<file path="src/rtl/csr_exec_unit.sv">
// Zicsr execute-stage sequencer: read-modify-write of one CSR per instruction, old value returned for rd.
// Optional performance counters are compiled in with `define CSR_EXEC_PERF_EN.
module csr_exec_unit #(
  parameter int XLEN   = 64,
  parameter int CSR_AW = 12
) (
  input  logic              clk,
  input  logic              rst,
  input  logic              in_valid,
  output logic              in_ready,
  input  logic [2:0]        in_funct3,
  input  logic [CSR_AW-1:0] in_csr_addr,
  input  logic [4:0]        in_rs1_idx,
  input  logic [XLEN-1:0]   in_rs1_data,
  input  logic [4:0]        in_rd_idx,
  output logic              csr_rd_ena,
  output logic [CSR_AW-1:0] csr_rd_addr,
  input  logic [XLEN-1:0]   csr_rd_data,
  output logic              csr_wr_ena,
  output logic [CSR_AW-1:0] csr_wr_addr,
  output logic [XLEN-1:0]   csr_wr_data,
  output logic              out_valid,
  input  logic              out_ready,
  output logic [4:0]        out_rd_idx,
  output logic              out_rd_wen,
  output logic [XLEN-1:0]   out_rd_data,
  output logic              out_illegal
`ifdef CSR_EXEC_PERF_EN
  ,
  output logic [XLEN-1:0]   perf_retired,
  output logic [31:0]       perf_illegal
`endif
);

  typedef enum logic [1:0] {
    S_IDLE,
    S_READ,
    S_WRITE,
    S_RESP
  } state_e;

  state_e              state_q, state_d;
  logic [2:0]          funct3_q, funct3_d;
  logic [CSR_AW-1:0]   addr_q, addr_d;
  logic [4:0]          rs1_idx_q, rs1_idx_d;
  logic [XLEN-1:0]     rs1_data_q, rs1_data_d;
  logic [4:0]          rd_idx_q, rd_idx_d;
  logic [XLEN-1:0]     old_q, old_d;
  logic                illegal_q, illegal_d;

  logic                accept;
  logic                acc_do_write;
  logic                acc_illegal;
  logic                do_write;
  logic                do_read;
  logic [XLEN-1:0]     src;
  logic                handshake;

  // Legality is decided from the raw instruction fields so an illegal op never enters READ.
  assign accept       = in_valid & in_ready;
  assign acc_do_write = (in_funct3[1:0] == 2'b01) | (in_rs1_idx != 5'd0);
  assign acc_illegal  = (in_funct3[1:0] == 2'b00) |
                        (acc_do_write & (in_csr_addr[CSR_AW-1 -: 2] == 2'b11));

  assign do_write  = (funct3_q[1:0] == 2'b01) | (rs1_idx_q != 5'd0);
  assign do_read   = ~((funct3_q[1:0] == 2'b01) & (rd_idx_q == 5'd0));
  assign src       = funct3_q[2] ? {{(XLEN-5){1'b0}}, rs1_idx_q} : rs1_data_q;
  assign handshake = out_valid & out_ready;

  // NOTE: sequential state uses non-blocking assignments only, so every flop samples pre-edge values.
  always_ff @(posedge clk) begin
    if (!rst) begin
      state_q    <= S_IDLE;
      funct3_q   <= '0;
      addr_q     <= '0;
      rs1_idx_q  <= '0;
      rs1_data_q <= '0;
      rd_idx_q   <= '0;
      old_q      <= '0;
      illegal_q  <= 1'b0;
    end else begin
      state_q    <= state_d;
      funct3_q   <= funct3_d;
      addr_q     <= addr_d;
      rs1_idx_q  <= rs1_idx_d;
      rs1_data_q <= rs1_data_d;
      rd_idx_q   <= rd_idx_d;
      old_q      <= old_d;
      illegal_q  <= illegal_d;
    end
  end

  // NOTE: every combinational output gets a default first, which rules out latch inference.
  always_comb begin
    state_d = state_q;
    unique case (state_q)
      S_IDLE:  if (accept) state_d = acc_illegal ? S_RESP : S_READ;
      S_READ:  state_d = do_write ? S_WRITE : S_RESP;
      S_WRITE: state_d = S_RESP;
      S_RESP:  if (handshake) state_d = S_IDLE;
      default: state_d = S_IDLE;
    endcase
  end

  always_comb begin
    funct3_d   = funct3_q;
    addr_d     = addr_q;
    rs1_idx_d  = rs1_idx_q;
    rs1_data_d = rs1_data_q;
    rd_idx_d   = rd_idx_q;
    old_d      = old_q;
    illegal_d  = illegal_q;
    if (accept) begin
      funct3_d   = in_funct3;
      addr_d     = in_csr_addr;
      rs1_idx_d  = in_rs1_idx;
      rs1_data_d = in_rs1_data;
      rd_idx_d   = in_rd_idx;
      old_d      = '0;
      illegal_d  = acc_illegal;
    end
    // Old value is sampled only in READ; a skipped read returns zero.
    if (state_q == S_READ) old_d = do_read ? csr_rd_data : '0;
  end

  always_comb begin
    in_ready    = (state_q == S_IDLE) & rst;
    csr_rd_ena  = 1'b0;
    csr_rd_addr = '0;
    csr_wr_ena  = 1'b0;
    csr_wr_addr = '0;
    csr_wr_data = '0;
    out_valid   = 1'b0;
    out_rd_idx  = '0;
    out_rd_wen  = 1'b0;
    out_rd_data = '0;
    out_illegal = 1'b0;
    unique case (state_q)
      S_READ: begin
        csr_rd_ena  = do_read;
        csr_rd_addr = addr_q;
      end
      S_WRITE: begin
        csr_wr_ena  = 1'b1;
        csr_wr_addr = addr_q;
        case (funct3_q[1:0])
          2'b10:   csr_wr_data = old_q | src;
          2'b11:   csr_wr_data = old_q & ~src;
          default: csr_wr_data = src;
        endcase
      end
      S_RESP: begin
        out_valid   = 1'b1;
        out_rd_idx  = rd_idx_q;
        out_rd_wen  = (rd_idx_q != 5'd0) & ~illegal_q;
        out_rd_data = old_q;
        out_illegal = illegal_q;
      end
      default: ;
    endcase
  end

`ifdef CSR_EXEC_PERF_EN
  logic [XLEN-1:0] perf_retired_q, perf_retired_d;
  logic [31:0]     perf_illegal_q, perf_illegal_d;

  always_comb begin
    perf_retired_d = perf_retired_q;
    perf_illegal_d = perf_illegal_q;
    if (handshake) begin
      if (illegal_q) perf_illegal_d = perf_illegal_q + 32'd1;
      else           perf_retired_d = perf_retired_q + XLEN'(1);
    end
  end

  always_ff @(posedge clk) begin
    if (!rst) begin
      perf_retired_q <= '0;
      perf_illegal_q <= '0;
    end else begin
      perf_retired_q <= perf_retired_d;
      perf_illegal_q <= perf_illegal_d;
    end
  end

  assign perf_retired = perf_retired_q;
  assign perf_illegal = perf_illegal_q;
`endif

endmodule

</file>
<file path="config.mk">
export PLATFORM = sky130hd
export DESIGN_NAME = csr_exec_unit
export DESIGN_NICKNAME = d
export VERILOG_FILES = /design/src/rtl/csr_exec_unit.sv
export SDC_FILE = /design/constraint.sdc
export NUM_CORES = 1
export LEC_CHECK = 0
export ABC_AREA = 0
export CAP_MARGIN = 10
export CORE_MARGIN = 2
export CORE_UTILIZATION = 43
export DETAILED_ROUTE_END_ITERATION = 16
export PLACE_DENSITY_LB_ADDON = 0.2
export SYNTH_ARGS = -nofsm -noshare
export SYNTH_HDL_FRONTEND = slang
export SYNTH_SLANG_ARGS = --single-unit
</file>
<file path="constraint.sdc">
create_clock -name clk -period 2.1 [get_ports clk]
set_clock_uncertainty 0.2 [all_clocks]
set_input_delay 0.42 -clock clk [delete_from_list [all_inputs] [get_ports clk]]
set_output_delay 0.42 -clock clk [all_outputs]
set_load 0.02 [all_outputs]
</file>
Word-level counts from Yosys, hierarchy flattened

Index checks and enable logic that the tools add are counted.

Equality and inequality tests: 10
Muxes and demuxes: 20
Bitwise gates (word level): 14
Reduce and logical (&&, ||, !) cells: 8

Operator list:

| operator             | number |
|---|---|
| $mux W64             | 6 |
| $pmux W64 S2         | 1 |
| $and A64 B64 Y64     | 1 |
| $not A64 Y64         | 1 |
| $or A64 B64 Y64      | 1 |
| $mux W12             | 2 |
| $reduce_bool A5 Y1   | 3 |
| $eq A2 B2 Y1 const B | 5 |
| $pmux W2 S4          | 1 |
| $and A1 B1 Y1        | 6 |
| $eq A2 B1 Y1 const B | 3 |
| $mux W1              | 6 |
| $mux W2              | 3 |
| $logic_not A5 Y1     | 1 |
| $mux W5              | 1 |
| $logic_not A2 Y1     | 2 |
| $ne A2 B2 Y1 const B | 2 |
| $or A1 B1 Y1         | 3 |
| $not A1 Y1           | 2 |
| $reduce_and A2 Y1    | 1 |
| $reduce_bool A2 Y1   | 1 |

Register bits after elaboration: 156
Input port bits: 157
Output and inout port bits: 163
Word-level logic and storage cells: 60

Logic depth before layout (Yosys ltp)

Depth after elaboration: 7
Gate-level depth with buffers: 8
Mapped depth without buffers: 5

Least setup slack after synthesis

OpenSTA, ideal clock, no wires.

Path kind: flip-flop to output port
Start: reg state_q[0]
End: out csr_wr_data[18]
Data arrival time: 1.475 ns
Slack: 0.005 ns
Cell stages (with the launch flop): 6
Buffers on the path: 2
Path through: dfxtp_1 -> inv_1 -> ha_1 -> buf_1 -> clkbuf_1 -> and2_1

Longest elaborated chain between the ends: 2

Ends and longest elaborated chain:

| element                  | RTL line | text |
|---|---|---|
| start: declaration       | 42       | `state_e state_q, state_d;` |
| start signal: assignment | 82       | `state_q <= state_d;` |
| $eq A2 B2 Y1             | 138      | `unique case (state_q)` |
| $mux W64                 | 138      |  |
| end: declaration         | 21       | `output logic [XLEN-1:0] csr_wr_data,` |

Every way passes these cells.

Final worst setup path

Start: reg funct3_q[2]
End: out csr_wr_data[3]

Longest elaborated chain between the ends: 5
Elaborated cells on any way between the ends: 6
Those cells by class: mux: 3; bitwise: 3

Ends and longest elaborated chain:

| element                  | RTL line | text |
|---|---|---|
| start: declaration       | 43       | `logic [2:0] funct3_q, funct3_d;` |
| start signal: assignment | 83       | `funct3_q <= funct3_d;` |
| $mux W64 *               | 67       | `assign src = funct3_q[2] ? {{(XLEN-5){1'b0}}, rs1_idx_q} : rs1_data_q;` |
| $not A64 Y64             | 148      | `2'b11: csr_wr_data = old_q & ~src;` |
| $and A64 B64 Y64         | 148      |  |
| $pmux W64 S2 *           | 146      | `case (funct3_q[1:0])` |
| $mux W64 *               | 138      |  |

Every way passes the cells marked *; elsewhere a longest branch is shown, timed or not.

==> impl_metrics.tcl <==
set metrics [dict create \
    status "finished with violations" \
    failed_checks "setup timing" \
    tightest_slew_ps 451 \
    max_slew_margin_pct 69.7 \
    initial_core_util_pct 44.0 \
    track_usage_pct 27.1 \
    ant_nets 0 \
    period_minus_slack_ps 2340 \
    final_util_pct 74.3 \
    setup_slack_ps -243 \
    core-area_um2 17300 \
    rsz0062_at_grt "true" \
    r2r_end "old_q[22]" \
    power_mw 12.3 \
    netlist_area_um2 7600 \
    remaining_drc_errors 0 \
    endpoint "csr_wr_data[3]" \
    synth_compound_area_share_pct 28.3 \
    place_ws_ps -285 \
    synth_fa_ha_area_share_pct 0.823 \
    synth_top_family_by_area "compound AO/OA/AOI/OAI gates" \
    clock-sinks 156 \
    die_h_um 137 \
    cp.required_ps 1480 \
    rows 48 \
    critPathLaunch "funct3_q[2]" \
    synth_cell_types 32 \
    numCtsBuffers 17 \
    worst-path-max-fanout 8 \
    vias 8214 \
    r2r_setup_slack_ps -40 \
    finalSetupViolations 208 \
    die_area_um2 18800 \
    gp_congestion 0.798 \
    finalMaxSlewViolations 0 \
    fp.dieW_um 137 \
    clk_pin_slew_ps 70 \
    timing.rr.start "rd_idx_q[0]" \
    hold_viol 0 \
    clock_latency_ps 430 \
    crit_path_end_kind "output port" \
    portBuffers 319 \
    synth_simple_gate_area_share_pct 20.6 \
    h-tree-depth 4 \
    first_global_vias 7359 \
    period_share_pct 112 \
    synth_xor_xnor_area_share_pct 0 \
    wl_per_cell_um 19.5 \
    drive_gt1_share_pct 31.6 \
    synth_mux_area_share_pct 0.790 \
    placed_area_um2 11300 \
    pwr_density_cell_nw_per_um2 954 \
    grt_pass1_wl_um 39400 \
    grt_overflow 0 \
    cp-start-kind "flip-flop" \
    fin_nets 1404 \
    routed_via_density 5.55 \
    drt-initial-drc-count 586 \
    mostFrequentLayoutCell "clkdlybuf4s50_1" \
    area_delta_synth_final_pct 69.1 \
    postLayoutCellArea_um2 12900 \
    crit_arrival_ps 1720 \
    grt_max_degree 65 \
    ios 320 \
    hold_path.class "reg2reg" \
    antenna_found_initial 1 \
    ys_seq_area_share_pct 41.1 \
    critPathKind "reg2out" \
    drv_cap 0 \
    synth-edff-count 0 \
    synth-seq-cells 156 \
    r2r_cells 8 \
    ir_drop_v 0.000722 \
    synth_area_per_cell_um2 8.40 \
    yosys_warnings 0 \
    synth_cells 905 \
    cts_root_buf "clkbuf_16" \
    clockBufferDepth 2 \
    hpwl_um 17900 \
    max_freq_mhz 427 \
    async_flop_share_pct 0 \
    drtPass1Iterations 6 \
    ys.flop_type "dfxtp_1" \
    cts_tree "yes" \
    cts_hold_buf 0 \
    power.leakage_nw 5.29 \
    wl_um 28800 \
    syn_nets 1067 \
    mostFrequentLayoutCells "clkdlybuf4s50_1, dfxtp_1, buf_6" \
]
-- power by group --
part | leakage, nW | switching (mW) | internal, mW | total [mW]
logic | 3.73 | 2.56 | 2.54 | 5.10
clock network | 0.280 | 1.28 | 1.83 | 3.11
registers | 1.28 | 0.451 | 3.60 | 4.06
-- metrics by stage --
stage | hold slack [ps] | setup TNS (ps) | std cells
2_1_floorplan | 235 | 0 | 905
3_3_place_gp | 249 | -26090 | 1413
3_5_place_dp | 258 | -29330 | 1413
5_1_grt | 295 | -31360 | 1481
6_report | 268 | -20600 | 1481
4_1_cts | 266 | -20680 | 1456
-- how the worst min path moves through the flow --
| stage | start | endpoint | slack [ps] | depth (start not counted) |
|---|---|---|---|---|
| final | rs1_data_q[3] | rs1_data_q[3] | 270 | 2 |
| after global routing | addr_q[7] | addr_q[7] | 300 | 2 |
| after CTS | rs1_data_q[4] | rs1_data_q[4] | 270 | 2 |
| after detailed placement | rs1_data_q[4] | rs1_data_q[4] | 260 | 2 |
| after global placement | rs1_data_q[4] | rs1_data_q[4] | 250 | 2 |
| after floorplan | rs1_data_q[0] | rs1_data_q[0] | 240 | 2 |
-- kinds of logic (layout without fill, tap and decap cells) --
family	Yosys count	in the layout
other cells	0	1
buf+inv	152	502
flops	156	156
fa+ha+maj	5	5
simple gates	299	299
mux	6	6
compound gates	287	287
-- worst max-delay path, stage by stage (launching register included) --
cell and delay (ps):
dfxtp_4 480, buf_8 170, mux2i_1 210, and3_1 180
o21a_1 130, buf_6 120
-- cells in the mapped netlist (2+ instances only) --
cell type / instances / area share, %
o21ai_0: 32 / 2.1
buf_6: 7 / 1.0
and2_1: 155 / 13
nor2_1: 6 / 0.30
o211ai_1: 59 / 5.8
ha_1: 5 / 0.82
nand2_1: 122 / 6.0
inv_1: 63 / 3.1
buf_2: 13 / 0.86
nor4_1: 2 / 0.16
nor2b_1: 2 / 0.16
mux2i_1: 6 / 0.79
o31ai_1: 118 / 12
o21a_1: 5 / 0.49
dfxtp_1: 156 / 41
a21oi_1: 3 / 0.20
nor3b_1: 2 / 0.20
clkbuf_1: 62 / 3.1
a22o_1: 64 / 7.4
and3_1: 6 / 0.49
buf_1: 6 / 0.30
-- registers in the layout, indices dropped and copies added, names as in the netlist --
| register | count |
|---|---|
| illegal_q | 1 |
| rs1_data_q | 64 |
| state_q | 2 |
| rs1_idx_q | 5 |
| funct3_q | 3 |
| old_q | 64 |
| rd_idx_q | 5 |
| addr_q | 12 |
-- per-layer routing --
metal  wire, um  global-route usage (%)
met4       1200                    12.8
met5          0                       0
met3       2290                    7.19
met2      13900                    44.1
met1      11400                    33.4
-- layout make-up --
cell class | instances | area, um^2
Antenna cell | 1 | 2.50
Multi-Input combinational cell | 597 | 4200
Fill cell | 1274 | 4440
Sequential cell | 156 | 3140
Inverter | 64 | 245
Clock buffer | 21 | 460
Timing Repair Buffer | 406 | 4400
Clock inverter | 11 | 135
Tap cell | 225 | 282
-- repair_timing --
| action | 4_1_cts | 5_1_grt |
|---|---|---|
| setup endpoints to repair | 183 | 226 |
| setup buffers | 10 | 10 |
| pin swaps | 14 | 18 |
| gates resized for setup | 692 | 362 |
| hold endpoints to repair | 0 | 0 |
| cloned | 3 | 14 |
Power figures use the tool's default switching activity.
